<file path="src/rtl/hamming_pkg.sv">
// hamming_pkg
// Shared widths, the control state encoding and the parity masks for the
// serial Hamming(15,11) encoder.
//   DATA_W / PAR_W / CODE_W : message, parity and code word widths
//   CNT_W                   : width of the shared receive/send bit counter
//   state_t                 : RECV -> CALC -> SEND -> DONE
//   PAR_MASK                : data bits covered by p1, p2, p4, p8 (index 0..3)
package hamming_pkg;

   localparam int DATA_W = 11;
   localparam int PAR_W  = 4;
   localparam int CODE_W = 15;
   localparam int CNT_W  = 4;

   typedef enum logic [1:0] {
      RECV = 2'd0,
      CALC = 2'd1,
      SEND = 2'd2,
      DONE = 2'd3
   } state_t;

   // Row j selects the data bits whose Hamming position has bit j set.
   // Data bit i sits at position 3,5,6,7,9,10,11,12,13,14,15.
   localparam logic [PAR_W-1:0][DATA_W-1:0] PAR_MASK = {
      11'b111_1111_0000,   // p8: d4..d10
      11'b111_1000_1110,   // p4: d1 d2 d3 d7 d8 d9 d10
      11'b110_0110_1101,   // p2: d0 d2 d3 d5 d6 d9 d10
      11'b101_0101_1011    // p1: d0 d1 d3 d4 d6 d8 d10
   };

endpackage

</file>
<file path="src/rtl/hamming_parity.sv">
// hamming_parity
// Purely combinational 11-to-4 Hamming parity generator.
//   data : message bits d0..d10 (bit i = di)
//   par  : {p8, p4, p2, p1}
module hamming_parity
   import hamming_pkg::*;
(
   input  logic [DATA_W-1:0] data,
   output logic [PAR_W-1:0]  par
);

   genvar gi;
   generate
      for (gi = 0; gi < PAR_W; gi = gi + 1) begin : g_par
         assign par[gi] = ^(data & PAR_MASK[gi]);
      end
   endgenerate

endmodule

</file>
<file path="src/rtl/hamming_core.sv">
// hamming_core
// Serial Hamming(15,11) encoder. Shifts in 11 data bits LSB first, computes
// parity in one cycle, then streams d0..d10 followed by p1, p2, p4, p8.
// After the word the block idles with out=0 until the next reset.
//   clk : clock, all state on the rising edge
//   rst : synchronous active-high reset; aborts any operation in progress
//   inp : serial message input, LSB first
//   out : serial code word output, registered
module hamming_core
   import hamming_pkg::*;
(
   input  logic clk,
   input  logic rst,
   input  logic inp,
   output logic out
);

   state_t              state_reg;
   logic [CNT_W-1:0]    cnt_reg;
   logic [DATA_W-1:0]   data_reg;
   logic [PAR_W-1:0]    par_reg;
   logic                out_reg;

   logic [PAR_W-1:0]    par_calc;
   logic [CODE_W-1:0]   code_word;

   hamming_parity u_parity (
      .data (data_reg),
      .par  (par_calc)
   );

   // Code bit k is transmitted k-th, so parity lands in the top nibble.
   assign code_word = {par_reg, data_reg};
   assign out       = out_reg;

   always_ff @(posedge clk) begin
      if (rst) begin
         state_reg <= RECV;
         cnt_reg   <= '0;
         data_reg  <= '0;
         par_reg   <= '0;
         out_reg   <= 1'b0;
      end else begin
         case (state_reg)
            RECV: begin
               out_reg           <= 1'b0;
               data_reg[cnt_reg] <= inp;
               if (cnt_reg == CNT_W'(DATA_W - 1)) begin
                  cnt_reg   <= '0;
                  state_reg <= CALC;
               end else begin
                  cnt_reg <= cnt_reg + 1'b1;
               end
            end
            CALC: begin
               out_reg   <= 1'b0;
               par_reg   <= par_calc;
               cnt_reg   <= '0;
               state_reg <= SEND;
            end
            SEND: begin
               out_reg <= code_word[cnt_reg];
               if (cnt_reg == CNT_W'(CODE_W - 1)) begin
                  cnt_reg   <= '0;
                  state_reg <= DONE;
               end else begin
                  cnt_reg <= cnt_reg + 1'b1;
               end
            end
            DONE: begin
               out_reg <= 1'b0;
            end
            default: begin
               out_reg   <= 1'b0;
               cnt_reg   <= '0;
               state_reg <= RECV;
            end
         endcase
      end
   end

endmodule

</file>
<file path="config.mk">
export PLATFORM = sky130hd
export DESIGN_NAME = hamming_core
export DESIGN_NICKNAME = d
export VERILOG_FILES = /design/src/rtl/hamming_pkg.sv /design/src/rtl/hamming_parity.sv /design/src/rtl/hamming_core.sv
export SDC_FILE = /design/constraint.sdc
export NUM_CORES = 1
export LEC_CHECK = 0
export CAP_MARGIN = 30
export CELL_PAD_IN_SITES_DETAIL_PLACEMENT = 0
export CELL_PAD_IN_SITES_GLOBAL_PLACEMENT = 2
export CORE_MARGIN = 3
export CORE_UTILIZATION = 33
export DETAILED_ROUTE_END_ITERATION = 8
export GPL_TIMING_DRIVEN = 0
export HOLD_SLACK_MARGIN = 0.08
export PLACE_DENSITY_LB_ADDON = 0.1
export SYNTH_ARGS = -nofsm -noshare
export SYNTH_HDL_FRONTEND = slang
export SYNTH_SLANG_ARGS = --single-unit
</file>
<file path="constraint.sdc">
create_clock -name clk -period 1.7 [get_ports clk]
set_input_delay 0.255 -clock clk [delete_from_list [all_inputs] [get_ports clk]]
set_output_delay 0.255 -clock clk [all_outputs]
set_load 0.005 [all_outputs]
</file>
==> results of run 1 <==
metal layers:
| metal | track usage | up-vias | part of all wire |
|---|---|---|---|
| li1 | - | 504 | - |
| met1 | 0.1671 | 451 | 0.50 |
| met2 | 0.1913 | 10 | 0.47 |
| met3 | 0.01727 | 2 | 0.023 |
| met4 | 0.04468 | 0 | 0.0069 |
| met5 | 0 | - | 0 |
final timing paths:
check,cells after the start,slack [ps],startpoint,to
min,2,500,par_reg[1],par_reg[1]
max,6,120,state_reg[1],state_reg[0]
max reg2reg,6,120,state_reg[1],state_reg[0]
min reg2reg,2,500,par_reg[1],par_reg[1]
worst max-delay path: stages (launching register included):
cell	delay, ps
dfxtp_1	380
inv_1	110
ha_2	230
mux2_2	280
o22ai_2	160
a21oi_1	100
a311oi_1	230
per-stage QoR:
stage | hold WS (ps) | worst slack, ps | cell area (um^2) | setup TNS (ps) | instances
floorplan | 402.2 | 139.2 | 1363 | 0 | 144
global placement | 469.5 | -45.24 | 1453 | -452.1 | 195
detailed placement | 487.1 | -94.15 | 1453 | -520.4 | 195
CTS | 500.4 | 15.69 | 1533 | 0 | 199
global route | 513.9 | -38.66 | 1551 | -57.35 | 199
finish | 497.7 | 116.9 | 1551 | 0 | 199
power by group through the flow:
stage / logic, mW / clock network, mW / registers (mW)
2_1_floorplan: 0.692 / 0 / 0.667
3_3_place_gp: 0.844 / 0 / 0.687
3_5_place_dp: 0.850 / 0 / 0.690
4_1_cts: 0.869 / 0.515 / 0.677
5_1_grt: 0.992 / 0.531 / 0.694
6_report: 0.885 / 0.494 / 0.680
cell type report:
type                            instances  area (um^2)
Fill cell                             392         2275
Multi-Input combinational cell        108        874.6
Sequential cell                        22        441.7
Tap cell                               48        60.06
Buffer                                  8        51.30
Clock buffer                            3        41.29
Clock inverter                          1        30.03
Timing Repair Buffer                    3        30.03
Inverter                                6        22.52
timing repair:
| action | 4_1_cts | 5_1_grt |
|---|---|---|
| endpoints found under the setup margin | 5 | 5 |
| resized for setup | 2 | 5 |
| hold buffers | 0 | 0 |
cells in the final DEF, fill, tap and decap left out, types with 2 or more instances in the layout:
| cell | instances |
|---|---|
| clkbuf_1 | 2 |
| a21o_1 | 2 |
| dfxtp_1 | 21 |
| nor2_1 | 15 |
| nand2_1 | 6 |
| clkbuf_8 | 3 |
| buf_2 | 2 |
| a21oi_1 | 2 |
| clkdlybuf4s50_1 | 3 |
| mux4_1 | 2 |
| ha_1 | 9 |
| inv_1 | 6 |
| nor2b_1 | 4 |
| xor2_1 | 7 |
| nand2b_1 | 5 |
| buf_6 | 2 |
| o22ai_1 | 6 |
| nor3_2 | 3 |
| nand3_1 | 8 |
| xnor2_1 | 15 |
| mux2i_1 | 14 |
kinds of logic after synthesis:
logic type / Yosys count
AND/OR/NAND/NOR: 44
XOR/XNOR: 22
flip-flops: 22
multiplexers: 18
AO/OA/AOI/OAI: 14
buffers and inverters: 14
adder cells (fa/ha/maj): 10
==> impl_results.md, run 1 <==
- Status: complete, no violations
- Adder-Cell Fraction of Synth Area: 0.09183
- EDFF count, synth: 0
- Root buffer cell: clkbuf_8
- Die Wd: 70.26 um
- Synthesis-to-finish area growth: 13.87%
- Sequential fraction of design power: 0.330
- Period utilization: 0.9313
- First-pass iteration count of the detailed router: 4
- Post-CTS setup buffers: 0
- Drt wl/cell: ~14 um
- Detailed-route DRC error count: 0
- Max reg flops: 11
- H-tree lvl count: 1
- Post-synth top cells: dfxtp_1 (22), nor2_1 (15), xnor2_1 (15)
- Top cell type by total area after synthesis: dfxtp_1
- Net Count, Synth: 157
- Setup violators final: 0
- Largest net degree at the start of global routing: 14
- P_leak: about 0.65 nW
- Count of state elements after synthesis: 22
- RePlAce Congestion: 0.7124
- Synth async-reset ratio: 0
- DRT iter0 DRCs: 36
- Peak VDD IR: 0.0005555 V
- Power Dens Cells: 1327 mW/mm^2
- CTS buffer count: 3
- Layout cell share with drive strength beyond 1: 0.1192
- CTS tree: yes
- I/O Pins: 4
- # rows: 22
- Area share of the largest cell type after synthesis: 0.3232
- Die height: 70.26 um
- Critical path launch point type: flop
- Worst-skew pair later-pin latency: approximately 270 ps
- Final-stage net count: 165
- Synth Warn #: 0
- Via Count: 967
- Global Route Usage Sum: 0.1214
- Die area: between 0.004 and 0.005 mm^2
- Fmax: 631.7 MHz
- Switching Share: 0.3507
- Tmin final: 1583 ps
- Mapped Area: 0.001363 mm^2
- Diodes inserted: 0
- Worst Max-Slew Pin Slew: 454.2 ps
- Hold Crit Class: flop to flop
- Critical path class: flop to flop
- Grt total ovfl: 0
- Vias per Instance: 4.859
- Post-Synth XOR/XNOR Area: 0.1414
- Crit. End Element: flop
- Synth cell types: 27
- Seq/Total Area, Yosys: 0.3232
- Post-Synth Simple-Gate Area: 0.1534
- Ys flop type: dfxtp_1
- RSZ-0062 raised after global routing: yes
- Largest family of logic cells by synthesized area: multiplexers
- Vias in the first global route: 970
- Compound-Gate Fraction of Synth Area: 0.07163
- Antenna viol nets, final: 0
- Most frequent cell after synthesis: dfxtp_1
- Core area: 0.003826 mm^2
- Internal power: 1.337 mW
- Multiplexer area fraction after synthesis: 0.1662
- Synth Area per Inst: 9.462 um^2
- Clock sink count: 22
- Detailed-route wire length: 2767 um
- Initial antenna violation count: 0
- Worst Path Arrival: 1760 ps
- Clock-pin transition on the worst setup and hold timing paths: 90 ps
- CP required: 1880 ps
- Peak fanout along the critical path: 5
- Switching Power: 721.9 uW
- Total chip power: 2.059 mW
- Final Hold Fails: 0
- Final core occ: 0.4055
- Port bufs: 3
- Top cells by area, synth: dfxtp_1 (32%), mux2i_1 (10%), xnor2_1 (9.6%)
- Initial core utilization: 0.3561
- Max Slew Vio Count: 0
- Power share of the combinational group: 0.430
- Clock Tree Buf Depth: 2
- Cells after Synth: 144
- Clock power share: 0.240
- Wire length of the first global-routing pass: 4698 um
- Max-slew headroom: 0.6972
- Final HPWL DP: 2100 um
- Max_cap viols: 0
- Final Skew: about 8 ps
Note: power is estimated with default switching activity, not from simulation.
==> inputs of run 2 (changes only) <==
RECOVER_POWER = 50   (was not set)
clock period = 1.6 ns   (was 1.7 ns; I/O delays follow)
==> impl_results.md, run 2 (synthesis results as in run 1) <==
- Final HPWL DP: 2100 um
- Critical Path Max Stage Delay: 500 ps
- Wire length of the first global-routing pass: 4816 um
- Worst Setup SP: cnt_reg[0]
- Worst Max-Slew Pin Slew: between 400 and 500 ps
- Crit path cell chain: buf_6, mux4_2, nor2b_1, a211oi_2, a211oi_1
- Crit. End Element: flop
- Drt wl/cell: between 10 and 15 um
- First-pass iteration count of the detailed router: 4
- Layout cell share with drive strength beyond 1: 0.1818
- Crit path buffers/inverters: 1
- Die area: 0.004936 mm^2
- RSZ-0062 raised after global routing: yes
- Setup TNS: 0 ps
- Port bufs: 3
- # placed instances: 195
- Grt total ovfl: 0
- M1 WL: ~1400 um
- Diodes inserted: 0
- Detailed-route wire length: about 2800 um
- Peak fanout along the critical path: 8
- CTS tree: yes
- Period utilization: 0.9586
- Max Used Layer: met4
- Met2 routed WL: ~1300 um
- Die height: 70.26 um
- Antenna viol nets, final: 0
- Detailed-route DRC error count: 0
- Hold Crit Class: flop to flop
- Max reg flops: 11
- Critical path class: flop to flop
- Vias in the first global route: about 1000
- Slowest CP cell: mux4_2
- Final core occ: 0.4232
- Worst Path Arrival: 1680 ps
- Met3 wire len: 59 um
- P_leak: 0.6756 nW
- # rows: 22
- Final Hold Fails: 0
- DRT iter0 DRCs: 22
- Final Skew: between 8 and 9 ps
- Most frequent cells in the layout: dfxtp_1 (19), xnor2_1 (15), nor2_1 (15)
- Core area: 0.003826 mm^2
- Hold path start: par_reg[1]
- Root buffer cell: clkbuf_8
- I/O Pins: 4
- Final non-filler cell total: 202
- Final-stage net count: ~170
- Worst R2R Start: cnt_reg[0]
- Tmin final: 1534 ps
- CTS buffer count: 3
- CP required: 1750 ps
- Fillers: 388
- Global Route Usage Sum: 0.1238
- Initial antenna violation count: 0
- Clock-pin transition on the worst setup and hold timing paths: about 90 ps
- Top delay family on crit path: multiplexers
- Clock sink count: 22
- Max_cap viols: 0
- Largest net degree at the start of global routing: 14
- Vias per Instance: between 4 and 5
- Die Wd: 70.26 um
- Max-slew headroom: 0.6861
- H-tree lvl count: 1
- Clock Tree Buf Depth: 2
- Max Slew Vio Count: 0
- Critical path launch point type: flop
- Via Count: 999
- Initial core utilization: 0.3561
- Setup slack, reg-to-reg: ~66 ps
- Synthesis-to-finish area growth: 18.82%
- Fmax: ~650 MHz
- Setup violators final: 0
- Commonest non-fill, non-tap cell in the layout: dfxtp_1
- RePlAce Congestion: between 0.7 and 0.8
- Total chip power: 2.321 mW
- Status: complete, no violations
- Power Dens Cells: approximately 1400 mW/mm^2
- Worst-skew pair later-pin latency: 270 ps
- Peak VDD IR: between 0.0006 and 0.0007 V
[run 2: final cells by class]
| type | count | area [um^2] | area share |
|---|---|---|---|
| plain buffers | 8 | 52.55 | 0.03246 |
| clock buffers | 3 | 41.29 | 0.02550 |
| clock inverters | 1 | 30.03 | 0.01855 |
| inverters | 6 | 22.52 | 0.01391 |
| multi-input cells | 108 | 913.4 | 0.5641 |
| flip-flops and latches | 22 | 446.7 | 0.2759 |
| well taps | 48 | 60.06 | 0.03709 |
| repair buffers | 6 | 52.55 | 0.03246 |
[run 2: path summary, 6_finish.rpt]
path | endpoint | cells after the start
max | out | 5
max reg2reg | out | 5
min | par_reg[1] | 2
min reg2reg | par_reg[1] | 2
[run 2: layer usage]
metal	GRT usage	vias to the layer above
li1	-	514
met1	0.1706	475
met2	0.1954	8
met3	0.01727	2
met4	0.04468	0
met5	0	-
[run 2: worst min-delay path: cells and delay by family, from the launching register on]
family	cells	cell delay (ps)
and+or+nand+nor	1	70
AOI/OAI and AO/OA	1	70
DFF	1	320
[run 2: where the power goes]
part           internal [mW]  switching [mW]  leakage (nW)
Clock                  0.334           0.192        0.0357
Combinational          0.535           0.532         0.460
Sequential             0.640          0.0893         0.180
[run 2: repair_timing]
| item | CTS | global route |
|---|---|---|
| resized for setup | 7 | 12 |
| hold endpoints to repair | 0 | 0 |
| hold buffers | 0 | 0 |
| buffers inserted | 0 | 3 |
| endpoints found under the setup margin | 5 | 14 |
| pin swaps | 0 | 2 |
[run 2: through the flow]
step	area, um^2	hold WS (ps)	setup slack [ps]
detailed placement	1453	487.1	-194.2
global route	1619	513.9	-5.266
finish	1619	497.7	66.31
CTS	1551	500.4	1.964
floorplan	1363	387.2	39.21
global placement	1453	469.5	-130.2
==> inputs of run 3 (changes only) <==
CORE_ASPECT_RATIO = 0.9   (was not set)
==> impl_results.md, run 3 (synthesis results as in run 1) <==
- Clock Tree Buf Depth: 2
- Initial antenna violation count: 0
- Worst Max-Slew Pin Slew: 494.8 ps
- Layout cell share with drive strength beyond 1: 0.1765
- Vias in the first global route: 974
- Period utilization: 0.9533
- Drt wl/cell: between 10 and 15 um
- Port bufs: 3
- Status: complete, no violations
- Critical path class: flop to flop
- Setup violators final: 0
- I/O Pins: 4
- Clock sink count: 22
- Detailed-route DRC error count: 0
- Via Count: 989
- Worst reg-to-reg path cell count: 5
- Fillers: 392
- Met2 Usage GRT: 0.2190
- Final-stage net count: around 170
- CTS buffer count: 3
- P_leak: a little under 0.7 nW
- Fmax: roughly 660 MHz
- Cts-stage hold buffer count: 0
- Max reg flops: 11
- Worst Hold Path EP: par_reg[3]
- Largest net degree at the start of global routing: 14
- Grt total ovfl: 0
- Total chip power: 2.250 mW
- Die Wd: 73.73 um
- CP required: 1740 ps
- Global Route met3 Usage: 0.03318
- Busiest metal layer after global routing: met2
- Worst-skew pair later-pin latency: 270 ps
- Antenna viol nets, final: 0
- Commonest non-fill, non-tap cell in the layout: dfxtp_1
- Core area: about 0.0038 mm^2
- Hold Crit Class: flop to flop
- Diodes inserted: 0
- Power Dens Cells: 1408 mW/mm^2
- Initial core utilization: 0.3552
- RePlAce Congestion: 0.6934
- Max_cap viols: 0
- Final HPWL DP: 2097 um
- Die height: 66.96 um
- Tmin final: 1525 ps
- Final Skew: 5.748 ps
- Peak VDD IR: between 0.0005 and 0.0006 V
- Crit Reg-Reg Endpoint: out
- Synthesis-to-finish area growth: 17.26%
- Worst Path Arrival: around 1700 ps
- Worst R2R Start: cnt_reg[0]
- Max-slew headroom: 0.6701
- Global Route Usage Sum: 0.1282
- Setup slack, reg-to-reg: about 75 ps
- CTS tree: yes
- Clock-pin transition on the worst setup and hold timing paths: ~90 ps
- Peak fanout along the critical path: 7
- Vias per Instance: 4.970
- Hold Slack: 485.6 ps
- RSZ-0062 raised after global routing: no
- Most frequent cells in the layout: dfxtp_1 (19), xnor2_1 (15), nor2_1 (15)
- First-pass iteration count of the detailed router: 4
- Hold Crit Depth: 2
- Hold path start: par_reg[3]
- Met1 usage: 0.1625
- Critical path launch point type: flop
- # rows: 21
- Crit. End Element: flop
- Max Slew Vio Count: 0
- DRT iter0 DRCs: 14
- Wire length of the first global-routing pass: 4774 um
- H-tree lvl count: 1
- Final Hold Fails: 0
- Root buffer cell: clkbuf_8
- Die area: between 0.004 and 0.005 mm^2
- Detailed-route wire length: 2826 um
==> run 3: cell count changes in the layout (fill, tap and decap cells not counted), sizes merged <==
cell,change
buf,-3
clkbuf,+2
==> run 3: report_power, final <==
part	switching, mW	leakage, nW	internal [mW]
registers	0.0925	0.180	0.639
logic	0.498	0.457	0.495
clock network	0.191	0.0357	0.334
total	0.782	0.673	1.47
==> run 3: through the flow <==
| step | cell area [um^2] | setup TNS [ps] | std cells | util | setup slack, ps |
|---|---|---|---|---|---|
| after CTS | 1548 | 0 | 197 | 0.4035 | 7.931 |
| after detailed placement | 1450 | -2004 | 193 | 0.3780 | -180.9 |
| after global placement | 1450 | -1632 | 193 | 0.3780 | -145.1 |
| after global routing | 1598 | 0 | 199 | 0.4165 | 0.9671 |
| final | 1598 | 0 | 199 | 0.4165 | 74.66 |
| after floorplan | 1363 | 0 | 144 | - | 39.21 |
==> run 3: how the worst max path moves through the flow <==
stage | start | to | slack (ps) | depth (start not counted)
floorplan | state_reg[0] | state_reg[0] | 40 | 6
global placement | rst | data_reg[5] | -150 | 4
detailed placement | rst | data_reg[5] | -180 | 4
CTS | state_reg[1] | state_reg[0] | 8 | 6
global route | cnt_reg[0] | out | 1 | 5
finish | cnt_reg[0] | out | 70 | 5
==> run 3: what timing repair did <==
item	4_1_cts	5_1_grt
setup buffers	0	2
gates resized for setup	7	12
pin swaps	0	2
cloned	0	0
endpoints found under the setup margin	6	10
==> run 3: cell type report <==
type                    instances  area (um^2)  area share
multi-input cells             108        899.6      0.5630
flip-flops and latches         22        449.2      0.2811
well taps                      46        57.56     0.03602
plain buffers                   8        52.55     0.03289
repair buffers                  5        45.04     0.02819
clock buffers                   3        41.29     0.02584
clock inverters                 1        30.03     0.01879
inverters                       6        22.52     0.01410
==> run 3: routing by layer <==
metal,wire length [um],vias up
met1,1396,466
met4,17,0
met3,68,2
li1,-,513
met2,1345,8
met5,0,-
==> run 3: worst max-delay path, stage by stage (launching register included) <==
cell and delay, ps:
dfxtp_2 350, buf_6 130, mux4_2 500, nor2b_1 150, a211oi_2 190, a211oi_1 70
